--- config.mk ---
export PLATFORM = sky130hd
export DESIGN_NAME = dynamic_add_ctrl
export DESIGN_NICKNAME = d
export VERILOG_FILES = /design/src/rtl/dynamic_add_ctrl_pkg.sv /design/src/rtl/dynamic_add_ctrl_p_run_len.sv /design/src/rtl/dynamic_add_ctrl_rca.sv /design/src/rtl/dynamic_add_ctrl.sv
export SDC_FILE = /design/constraint.sdc
export NUM_CORES = 1
export LEC_CHECK = 0
export ABC_AREA = 1
export CORE_UTILIZATION = 50
export CTS_BUF_LIST = sky130_fd_sc_hd__clkbuf_4 sky130_fd_sc_hd__clkbuf_8
export DETAILED_ROUTE_END_ITERATION = 12
export HOLD_SLACK_MARGIN = 0.06
export PLACE_DENSITY = 0.71
export SLEW_MARGIN = 15
export SYNTH_ARGS = -nofsm -noshare
export SYNTH_HDL_FRONTEND = slang
export SYNTH_HIERARCHICAL = 1
export SYNTH_SLANG_ARGS = --single-unit
--- constraint.sdc ---
create_clock -name clk -period 26.1 [get_ports clk]
set_input_delay 5.22 -clock clk [delete_from_list [all_inputs] [get_ports clk]]
set_output_delay 5.22 -clock clk [all_outputs]
set_load 0.01 [all_outputs]
--- src/rtl/dynamic_add_ctrl_pkg.sv ---
// Shared definitions for the dynamic-completion adder wrapper.
//
// Contents:
//   state_t       - controller state encoding (ST_IDLE, ST_WAIT, ST_DONE)
//   count_width() - width of run-length / cycle-count fields for an N-bit adder
//   chain_len()   - worst-case ripple length given the longest propagate run
//   wait_cycles() - clock cycles needed for a chain to settle at SPC stages/cycle
package dynamic_add_ctrl_pkg;

    typedef enum logic [1:0] {
        ST_IDLE = 2'd0,
        ST_WAIT = 2'd1,
        ST_DONE = 2'd2
    } state_t;

    // Run lengths span 0..N inclusive, hence N+1 distinct values.
    function automatic int count_width(input int n);
        return $clog2(n + 1);
    endfunction

    // A carry born at the bit below a propagate run travels through the run
    // plus the bit that generates it; it can never exceed the adder width.
    function automatic int chain_len(input int run, input int n);
        return ((run + 1) > n) ? n : (run + 1);
    endfunction

    // Ceiling division of the chain length by the stages settled per cycle.
    // Always at least 1 because the chain length is at least 1.
    function automatic int wait_cycles(input int run, input int n, input int spc);
        return (chain_len(run, n) + spc - 1) / spc;
    endfunction

endpackage

--- src/rtl/dynamic_add_ctrl_p_run_len.sv ---
// Longest run of consecutive ones in a propagate vector.
//
// Ports:
//   P - N-bit propagate vector from the adder
//   R - length of the longest run of 1s in P, range 0..N
module p_run_len
    import dynamic_add_ctrl_pkg::*;
#(
    parameter  int N  = 16,
    localparam int CW = $clog2(N + 1)
) (
    input  logic [N-1:0]  P,
    output logic [CW-1:0] R
);
    localparam logic [CW-1:0] ONE = CW'(1);

    logic [CW-1:0] cur;
    logic [CW-1:0] best;

    // Scan LSB to MSB keeping the current run and the best seen so far.
    always_comb begin
        cur  = '0;
        best = '0;
        for (int i = 0; i < N; i++) begin
            if (P[i]) begin
                cur = cur + ONE;
            end else begin
                cur = '0;
            end
            if (cur > best) begin
                best = cur;
            end
        end
        R = best;
    end
endmodule

--- src/rtl/dynamic_add_ctrl_rca.sv ---
// Ripple-carry adder built from full-adder cells.
//
// FA ports:
//   a, b, cin - operand bits and carry in
//   s, cout   - sum bit and carry out
//   p         - propagate (a ^ b)
// RCA ports:
//   A, B      - N-bit operands
//   Cin       - carry in
//   S, Cout   - N-bit sum and carry out
//   P         - per-bit propagate vector, used to estimate settle time
module FA (
    input  logic a,
    input  logic b,
    input  logic cin,
    output logic s,
    output logic cout,
    output logic p
);
    assign p    = a ^ b;
    assign s    = p ^ cin;
    assign cout = (a & b) | (p & cin);
endmodule

module RCA #(
    parameter int N = 16
) (
    input  logic [N-1:0] A,
    input  logic [N-1:0] B,
    input  logic         Cin,
    output logic [N-1:0] S,
    output logic         Cout,
    output logic [N-1:0] P
);
    logic [N:0] carry;

    assign carry[0] = Cin;
    assign Cout     = carry[N];

    for (genvar i = 0; i < N; i++) begin : g_fa
        FA u_fa (
            .a    (A[i]),
            .b    (B[i]),
            .cin  (carry[i]),
            .s    (S[i]),
            .cout (carry[i+1]),
            .p    (P[i])
        );
    end
endmodule

--- src/rtl/dynamic_add_ctrl.sv ---
// Clocked wrapper around a ripple-carry adder with data-dependent completion.
// Operands are registered, the adder settles for a number of cycles derived
// from the longest carry-propagate run, and the result is then captured and
// offered downstream.
//
// Parameters:
//   N   - operand width
//   SPC - ripple stages settled per clock cycle (must be >= 1)
// Ports:
//   clk, rst_n          - rising-edge clock, async active-low reset
//   in_valid, in_ready  - upstream operand handshake
//   A, B, Cin           - operands and carry in
//   out_valid, out_ready- downstream result handshake
//   S, Cout             - registered sum and carry out
//   cycles              - wait cycles used for the held result
module dynamic_add_ctrl
    import dynamic_add_ctrl_pkg::*;
#(
    parameter  int N   = 16,
    parameter  int SPC = 4,
    localparam int CW  = $clog2(N + 1)
) (
    input  logic          clk,
    input  logic          rst_n,
    input  logic          in_valid,
    output logic          in_ready,
    input  logic [N-1:0]  A,
    input  logic [N-1:0]  B,
    input  logic          Cin,
    output logic          out_valid,
    input  logic          out_ready,
    output logic [N-1:0]  S,
    output logic          Cout,
    output logic [CW-1:0] cycles
);
    localparam logic [CW-1:0] ONE = CW'(1);

    state_t        state;
    state_t        state_next;

    logic [N-1:0]  op_a;
    logic [N-1:0]  op_b;
    logic          op_cin;
    logic [CW-1:0] counter;

    logic [N-1:0]  rca_s;
    logic          rca_cout;
    logic [N-1:0]  rca_p;
    logic [CW-1:0] run_len;
    logic [CW-1:0] wait_w;

    logic          accept;
    logic          finish;

    RCA #(.N(N)) u_rca (
        .A    (op_a),
        .B    (op_b),
        .Cin  (op_cin),
        .S    (rca_s),
        .Cout (rca_cout),
        .P    (rca_p)
    );

    p_run_len #(.N(N)) u_run (
        .P (rca_p),
        .R (run_len)
    );

    // Only depends on the operand registers, so it is stable throughout WAIT.
    assign wait_w = CW'(wait_cycles(int'(run_len), N, SPC));

    always_comb begin
        state_next = state;
        in_ready   = 1'b0;
        out_valid  = 1'b0;
        accept     = 1'b0;
        finish     = 1'b0;
        case (state)
            ST_IDLE: begin
                in_ready = 1'b1;
                if (in_valid) begin
                    accept     = 1'b1;
                    state_next = ST_WAIT;
                end
            end
            ST_WAIT: begin
                if (counter == wait_w) begin
                    finish     = 1'b1;
                    state_next = ST_DONE;
                end
            end
            ST_DONE: begin
                out_valid = 1'b1;
                if (out_ready) begin
                    state_next = ST_IDLE;
                end
            end
            default: begin
                state_next = ST_IDLE;
            end
        endcase
    end

    always_ff @(posedge clk or negedge rst_n) begin
        if (!rst_n) begin
            state   <= ST_IDLE;
            op_a    <= '0;
            op_b    <= '0;
            op_cin  <= 1'b0;
            counter <= '0;
            S       <= '0;
            Cout    <= 1'b0;
            cycles  <= '0;
        end else begin
            state <= state_next;
            if (accept) begin
                op_a    <= A;
                op_b    <= B;
                op_cin  <= Cin;
                counter <= ONE;
            end else if (state == ST_WAIT) begin
                counter <= counter + ONE;
                if (finish) begin
                    S      <= rca_s;
                    Cout   <= rca_cout;
                    cycles <= wait_w;
                end
            end
        end
    end
endmodule

==> impl_metrics.env <==
export IMPL_start_util_pct=51.8
export IMPL_dr_first_iter_drc_count=454
export IMPL_worstSetupPathType="flip-flop to flip-flop"
export IMPL_core_mm2=0.0128
export IMPL_crit_required_ns=26.32
export IMPL_gr_total_overflow=0
export IMPL_ys_seq_elements=62
export IMPL_synth_area_leaders="dfrtp_1 (23%), nand2_1 (18%), ha_1 (16%)"
export IMPL_clkTransAtPathRegs_ns=0.07
export IMPL_crit_end="S[6]"
export IMPL_vias=5968
export IMPL_grt_pass1_vias=5361
export IMPL_io_buffers=60
export IMPL_seq_area_frac_synth_pct=23.5
export IMPL_gpl_final_weighted_congestion=0.875
export IMPL_critPathSlowestCell="a2111oi_0"
export IMPL_layout_nets=1134
export IMPL_drv_cap=0
export IMPL_synth_compound_area_share_pct=10.7
export IMPL_critPathArrivalTime_ns=22.09
export IMPL_setup_viol=0
export IMPL_synthCells=936
export IMPL_clkLatencyLatePin_ns=0.34
export IMPL_post_cts_resized=0
export IMPL_r2r_end="S[6]"
export IMPL_firstDrtPassIters=5
export IMPL_drive_gt1_share_pct=10.7
export IMPL_numCtsBuffers=9
export IMPL_relSlewSlack_pct=49.5
export IMPL_wirelength_um=14300
export IMPL_final_util_pct=59.6
export IMPL_vias_per_cell=5.09
export IMPL_die_h_um=117
export IMPL_clock_skew_ns=0.0104
export IMPL_r2r_slack_ns=4.23
export IMPL_fmax_mhz=45.7
export IMPL_status="finished, final reports clean"
export IMPL_synth_top_area_cell="dfrtp_1"
export IMPL_antenna_found_initial=0
export IMPL_crit_path_start="op_a[0]"
export IMPL_tightest_slew_ns=0.757
export IMPL_synthDistinctLibCells=47
export IMPL_ys_warn_count=6
export IMPL_cts_root_buf="clkbuf_8"
export IMPL_worstReg2RegStart="op_a[0]"
export IMPL_cp_end_kind="flip-flop"
export IMPL_synth_top_family_by_area="simple AND/OR/NAND/NOR gates"
export IMPL_n_antenna_cell=0
export IMPL_fp_dieW_um=117
export IMPL_route_detailed_drc=0
export IMPL_yosys_area_share_xor_xnor_pct=0.132
export IMPL_synthAdderAreaFrac_pct=21.1
export IMPL_netlist_area_mm2=0.00661
export IMPL_postCtsHoldBufs=0
export IMPL_h_tree_depth=3
export IMPL_hold_slack_ns=0.469
export IMPL_yosys_area_share_simple_pct=34.5
export IMPL_wl_per_cell_um=12.2
export IMPL_cts_sinks=62
export IMPL_hold_viol=0
export IMPL_dp_hpwl_um=11600
export IMPL_syn2layout_area_growth_pct=15.0
export IMPL_rsz0062_at_grt="false"
export IMPL_die_area_mm2=0.0137
export IMPL_fin_crit_ns=21.87
export IMPL_syn_avg_cell_area_um2=7.07
export IMPL_cts_tree="done"
export IMPL_num_rows=41
export IMPL_synth_nets=1075
export IMPL_ant_nets=0
export IMPL_synthMuxAreaShare_pct=0
export IMPL_grt_pass1_wl_um=24200
export IMPL_drv_slew=0
export IMPL_postCtsSetupRepairBufs=0
export IMPL_tns_ns=0
export IMPL_worstSetupStartpointType="flip-flop"
export IMPL_crit_path_frequent_cell="nand2_1"
export IMPL_cpPeakStageDelay_ns=0.58
export IMPL_grt_max_degree=63
export IMPL_ios=61
export IMPL_r2r_cells=128
export IMPL_fin_crit_sh_pct=83.8
export IMPL_min_path_type="flip-flop to flip-flop"
export IMPL_synth_top_area_share_pct=23.5
export IMPL_cts_buffer_depth=2
export IMPL_cp_max_fo=23
export IMPL_track_usage_pct=22.2
-- cell usage after synthesis (all sizes together) --
cell       n
o211ai     2
nand3     58
a211oi     1
a32oi      1
nand3b     1
xnor2      1
and2       4
inv      153
fa        16
nand2    326
ha        86
o31ai      2
buf       10
dfrtp     62
nor2      50
o21bai     6
o2111ai    1
nand4     36
a31oi      2
clkbuf     5
o21a       1
a22oi      1
o311ai     3
a2111oi    2
clkinv     1
a21oi     31
nor3      12
or2        2
o21ai     60
-- metrics by stage --
| step | worst slack (ns) | area [µm²] | instances |
|---|---|---|---|
| 3_5_place_dp | 4.42 | 7360 | 1156 |
| 6_report | 4.23 | 7610 | 1172 |
| 3_3_place_gp | 4.88 | 7360 | 1156 |
| 4_1_cts | 4.31 | 7610 | 1172 |
| 2_1_floorplan | 7.35 | 6610 | 936 |
| 5_1_grt | 1.72 | 7610 | 1172 |
-- how the worst min path moves through the flow --
stage                       from  endpoint  cells past startpoint
after floorplan           op_cin    op_cin                      2
after global placement      S[2]      S[2]                      2
after detailed placement   S[15]     S[15]                      2
after CTS                  S[15]     S[15]                      2
after global routing        S[7]      S[7]                      2
final                       S[4]      S[4]                      2
-- critical path, delay by kind of cell, from the launching register on --
family	cells	cell delay [ns]
AO/OA/AOI/OAI	44	8.66
adder cells (fa/ha/maj)	18	5.26
buffers and inverters	19	2.39
flip-flops	1	0.41
AND/OR/NAND/NOR	47	4.99
-- layout by cell type (no fill, tap or decap), types with 2 or more instances in the layout --
cell type        count
nand2_1            309
inv_1              133
ha_1                86
dfrtp_1             62
clkdlybuf4s50_1     59
nand3_1             45
nor2_1              38
nand4_1             33
a21oi_1             29
o21ai_1             25
o21ai_0             21
inv_2               19
fa_1                16
nand2_2             15
o21ai_2             14
nand3_2             10
clkbuf_8            10
nor3_1              10
nor2_2               8
o21bai_1             5
nor2_4               4
and2_1               4
nand3_4              3
bufinv_16            3
buf_4                3
o311ai_0             3
a31oi_1              2
nand2_4              2
nand4_4              2
o31ai_1              2
o211ai_1             2
nor3_4               2
or2_2                2
a2111oi_0            2
-- area by class of cell --
class	count	area, µm²
flip-flops and latches	62	1550
inverters	154	581
clock buffers	11	145
well taps	172	215
clock inverters	5	106
fillers	1224	5160
repair buffers	63	618
multi-input cells	705	4390
-- layer usage --
metal,global-route usage [%],up-vias,routed length (µm)
li1,-,3153,-
met2,35.6,127,6240
met1,31.8,2674,7370
met4,5.32,0,170
met5,0,-,0
met3,2.88,14,554
-- cells by family after synthesis --
family | after synthesis
AOI/OAI and AO/OA | 113
adders and majority gates | 102
buffers and inverters | 169
and+or+nand+nor | 489
xor gates and xnor gates | 1
DFF | 62
-- flip-flops by register name (all words and copies together), names as in the netlist --
| register | cells |
|---|---|
| S | 16 |
| op_a | 16 |
| op_b | 16 |
| counter | 5 |
| cycles | 5 |
| state | 2 |
| Cout | 1 |
| op_cin | 1 |
Power is left out: the tool's default activity adds up to more than one toggle a clock period on the data nets, which glitch-free logic cannot reach.
